### src/rtl/collisions_reader.sv
// Collision-RAM scanner: reads count 64-bit entries from base_addr (wrapping at 1024)
// and emits each as four 16-bit words, low word first. Optional: COLLISIONS_READER_SKIP_ZERO_EN.
module collisions_reader (
    input  logic        clk,
    input  logic        reset_n,
    input  logic        start,
    input  logic [9:0]  base_addr,
    input  logic [10:0] count,
    output logic [9:0]  rd_adb,
    output logic        rd_ceb,
    output logic        rd_oce,
    input  logic [63:0] rd_dout,
    output logic [15:0] out_data,
    output logic        out_valid,
    input  logic        out_ready,
    output logic        out_last,
    output logic        busy,
    output logic        done
);

    localparam logic [2:0] S_IDLE    = 3'd0;
    localparam logic [2:0] S_READ    = 3'd1;
    localparam logic [2:0] S_CAPTURE = 3'd2;
    localparam logic [2:0] S_SEND    = 3'd3;
    localparam logic [2:0] S_DONE    = 3'd4;

    logic [2:0]  state_q, state_d;
    logic [9:0]  addr_q, addr_d;
    logic [10:0] remaining_q, remaining_d;
    logic [63:0] hold_q, hold_d;
    logic [1:0]  idx_q, idx_d;

    always_comb begin
        state_d     = state_q;
        addr_d      = addr_q;
        remaining_d = remaining_q;
        hold_d      = hold_q;
        idx_d       = idx_q;
        case (state_q)
            S_IDLE: begin
                if (start) begin
                    addr_d      = base_addr;
                    remaining_d = count;
                    state_d     = (count != 11'd0) ? S_READ : S_DONE;
                end
            end
            S_READ: state_d = S_CAPTURE;
            S_CAPTURE: begin
                hold_d      = rd_dout;
                idx_d       = 2'd0;
                remaining_d = remaining_q - 11'd1;
                addr_d      = addr_q + 10'd1;
                state_d     = S_SEND;
`ifdef COLLISIONS_READER_SKIP_ZERO_EN
                // all-zero entry produces no words; remaining_q still holds the pre-decrement value
                if (rd_dout == '0)
                    state_d = (remaining_q != 11'd1) ? S_READ : S_DONE;
`endif
            end
            S_SEND: begin
                if (out_ready) begin
                    if (idx_q == 2'd3)
                        state_d = (remaining_q != 11'd0) ? S_READ : S_DONE;
                    else
                        idx_d = idx_q + 2'd1;
                end
            end
            S_DONE:  state_d = S_IDLE;
            default: state_d = S_IDLE;
        endcase
    end

    always_ff @(posedge clk) begin
        if (!reset_n) begin
            state_q     <= S_IDLE;
            addr_q      <= '0;
            remaining_q <= '0;
            hold_q      <= '0;
            idx_q       <= '0;
        end else begin
            state_q     <= state_d;
            addr_q      <= addr_d;
            remaining_q <= remaining_d;
            hold_q      <= hold_d;
            idx_q       <= idx_d;
        end
    end

    assign rd_oce    = 1'b1;
    assign rd_ceb    = (state_q == S_READ);
    assign rd_adb    = (state_q == S_READ) ? addr_q : '0;
    assign out_valid = (state_q == S_SEND);
    assign out_data  = (state_q == S_SEND) ? hold_q[{idx_q, 4'b0000} +: 16] : '0;
    assign out_last  = (state_q == S_SEND) && (idx_q == 2'd3) && (remaining_q == 11'd0);
    assign busy      = (state_q != S_IDLE);
    assign done      = (state_q == S_DONE);

endmodule
### config.mk
export PLATFORM = sky130hd
export DESIGN_NAME = collisions_reader
export DESIGN_NICKNAME = d
export VERILOG_FILES = /design/src/rtl/collisions_reader.sv
export SDC_FILE = /design/constraint.sdc
export NUM_CORES = 1
export LEC_CHECK = 0
export CORE_MARGIN = 4
export CORE_UTILIZATION = 40
export CTS_BUF_LIST = sky130_fd_sc_hd__clkbuf_8
export DETAILED_ROUTE_END_ITERATION = 16
export HOLD_SLACK_MARGIN = 0.08
export PLACE_DENSITY = 0.82
export SETUP_SLACK_MARGIN = 0.3
export SYNTH_ARGS = -nofsm -noshare
export SYNTH_HDL_FRONTEND = slang
export SYNTH_SLANG_ARGS = --single-unit
### constraint.sdc
create_clock -name clk -period 1.8 [get_ports clk]
set_input_delay 0.18 -clock clk [delete_from_list [all_inputs] [get_ports clk]]
set_output_delay 0.18 -clock clk [all_outputs]
set_load 0.005 [all_outputs]
==> results by group <==
Synthesis
  • YS warnings: 0
  • Ys async rst share: 0
  • FF+latch count, synth: 90
  • Largest family of logic cells by synthesized area: simple AND/OR/NAND/NOR gates
  • Synth Flop Type: dfxtp_1
  • Synth top area cells: dfxtp_1, nand2_1, a21oi_1, mux4_2, and3_1
  • Syn Area/Cell: 8.17 um^2
  • Sequential share of the synthesized area: 0.426
  • Yosys top cell by area: dfxtp_1
  • Simple-gate share of the synthesized area: 0.274
  • Gate Count Post-Synth: 518
  • Syn_nets: 610
  • Post-Synth XOR/XNOR Area: 0.00207
  • Share of the synthesized area in the top cell type: 0.426
  • Compound-Gate Fraction of Synth Area: 0.159
  • Count of cell types in the netlist: just over 50
  • Cell area after synthesis: approximately 4200 um^2
  • Mux share of post-synthesis cell area: 0.0852
  • Adder-cell share of the synthesized area: 0.00887
  • EDFF count, synth: 0

Finish
  • Share of the core filled with cells: 0.799
  • Layout cells sized above 1: 0.562
  • Most common cell after layout, fill and taps aside: clkdlybuf4s50_1
  • Filler cells: just over 500
  • Most frequent cells in the layout: clkdlybuf4s50_1, nand2_1, dfxtp_1, buf_6
  • P&R area growth vs syn: 94.9%
  • Fin cells: between 800 and 900
  • Nets@finish: between 800 and 900

Floorplanning
  • # rows: 37
  • Chip Height: around 110 um
  • Die W: between 100 and 150 um
  • Die footprint: between 10,000 and 15,000 um^2
  • Core Area: just over 10,000 um^2
  • IO Count: between 100 and 150
  • Initial Util: 0.410

Worst setup path
  • Max FO, Critical Path: 4
  • Delay-heaviest family, CP: multiplexers
  • Worst R2R Start: state_q[2]
  • Type of destination of the critical path: primary output
  • CP max stage cell: mux4_2
  • Worst reg2reg path depth: 7
  • Cell mode on critical path: buf_6
  • Setup CP Type: reg -> out
  • Reg2reg setup slack: -40 ps
  • Worst EP arrival: between 1500 and 2000 ps
  • Worst R2R End: remaining_q[7]
  • Critical path data required time: 1620 ps
  • WP buf/inv: 3
  • Worst stage delay on the critical path: about 530 ps
  • Crit path launch type: flop
  • CP cell instances: buf_12, buf_6, mux4_2, and3_4, buf_6

Global route
  • Largest net degree at the start of global routing: between 60 and 70
  • Tot GR Track Use: 0.299
  • Routing usage on met2: 0.524
  • GR met1 Demand/Resource: 0.334
  • Initial antenna violation count: 1
  • Gr ovfl total: 0
  • Top Usage Layer GRT: met2
  • Vias in the first global route: approximately 5,400
  • GR Layer Usage met3: 0.0611
  • First-pass GRT wire length: 29,200 um

Job
  • Max-cap viol count: 0

Timing
  • Final setup fails: 29
  • Final Max Slew Viols: 0
  • Setup ws final: -202 ps
  • Relative slew slack: 0.622
  • RSZ-0062 raised after global routing: yes
  • Fin crit share: 1.11
  • Worst-Margin Slew: ~560 ps
  • Min Tclk post-route: ~2000 ps
  • Fmax: 0.500 GHz
  • Hold Vio Cnt, Final: 0
  • Skew final: roughly 16 ps

Detailed routing
  • Drt drc: 0
  • Total number of vias: 5,338
  • Vias per inst: slightly above 6
  • Initial DRC Count: 458
  • Antenna viol nets, final: 0
  • Routed len/inst: 25.4 um
  • Initial DRT Pass Iterations: 5
  • Total wire length: between 20,000 and 25,000 um

Place
  • # placed instances: 778
  • Pre-CTS WS: -85.0 ps
  • Detailed Place HPWL: approximately 9300 um
  • Port Buffer Count: 119
  • Gpl congestion: around 0.88

Power
  • Power per cell area: 736 nW/um^2
  • Max VDD drop: between 0.5 and 0.6 mV
  • Leakage Power: between 0.003 and 0.004 uW
  • Total power: 6070 uW

Clock network
  • Clock root cell: clkbuf_8
  • CTS Buffer Depth: 2
  • Hold buffers post-CTS: 0
  • CTS Buf Count: 9
  • Clock transition at path regs: roughly 110 ps
  • H-tree Lvls: 3
  • CTS tree: done
  • Later-pin clock latency in the skew report: approximately 380 ps
  • Sink Count: 90

Status
  • Outcome: finished with violations
  • Failing checks: setup timing

Hold path
  • Class of the worst hold path: in -> reg
  • Hold Crit Endpoint: hold_q[1]
  • Hold Path Origin: rd_dout[1]
  • Hold depth: 3
## worst min-delay path, stage by stage
cell and delay, ps:
clkdlybuf4s50_1 440, nand2_4 70, a21oi_2 40
## layout make-up
cell class	instances	area [um^2]	area share
Clock inverter	7	71.3	0.00865
Inverter	6	22.5	0.00273
Timing Repair Buffer	227	2530	0.307
Tap cell	136	170	0.0206
Clock buffer	9	124	0.0150
Antenna cell	1	2.50	0.000303
Multi-Input combinational cell	382	3500	0.424
Sequential cell	90	1820	0.221
## cell usage after synthesis, types with 6 or more instances
| master | instances |
|---|---|
| mux4_2 | 16 |
| and2_1 | 12 |
| a21oi_1 | 77 |
| nor2_1 | 10 |
| nand3_1 | 15 |
| buf_1 | 6 |
| nand2_1 | 149 |
| or3_1 | 6 |
| a31oi_1 | 10 |
| nand4_1 | 6 |
| dfxtp_1 | 90 |
| and3_1 | 19 |
| clkbuf_1 | 28 |
## cell families (layout without fill, tap and decap cells)
group                      after synthesis  in the layout
and+or+nand+nor                        245            245
muxes                                   16             16
DFF                                     90             90
xor gates and xnor gates                 1              1
adders and majority gates                3              3
other                                    1              2
buffers and inverters                   46            249
AOI/OAI and AO/OA                      116            116
## registers in the layout, summed over array words and instances, names as in the netlist
register	cells
hold_q	64
state_q	3
remaining_q	11
addr_q	10
idx_q	2
## timing repair
| action | 4_1_cts | 5_1_grt |
|---|---|---|
| pin swaps | 138 | 82 |
| buffers inserted | 35 | 18 |
| resized for setup | 436 | 108 |
| cloned | 10 | 0 |
| endpoints found under the setup margin | 120 | 121 |
## layer usage
metal  up-vias  wire length, um
li1       2222                -
met2       377            10600
met3       122             1690
met1      2617             7920
met5         -                0
met4         0             1620
## report_power, final
group / switching [uW] / internal (uW) / leakage (uW) / total (uW)
Combinational: 1150 / 1170 / 0.00249 / 2310
Sequential: 152 / 2160 / 0.000740 / 2310
Clock: 899 / 545 / 0.0000995 / 1440
Total: 2200 / 3870 / 0.00333 / 6070
## worst max-delay path by stage
stage / from / to / slack (ps) / cells past startpoint
after global placement: idx_q[0] / out_data[13] / -70 / 4
after global routing: idx_q[0] / out_data[1] / -240 / 5
final: idx_q[0] / out_data[5] / -200 / 5
after CTS: idx_q[0] / out_data[9] / -150 / 5
after floorplan: remaining_q[3] / remaining_q[9] / 170 / 4
after detailed placement: idx_q[0] / out_data[8] / -90 / 4
## metrics by stage
step                instance area [um^2]  hold slack, ps  TNS [ps]
floorplan                           4250             297         0
global placement                    5840             440     -1390
detailed placement                  5840             446     -2500
CTS                                 7610             360     -1940
global route                        8250             382     -4610
finish                              8250             381     -3380
Note: power is estimated with default switching activity, not from simulation.
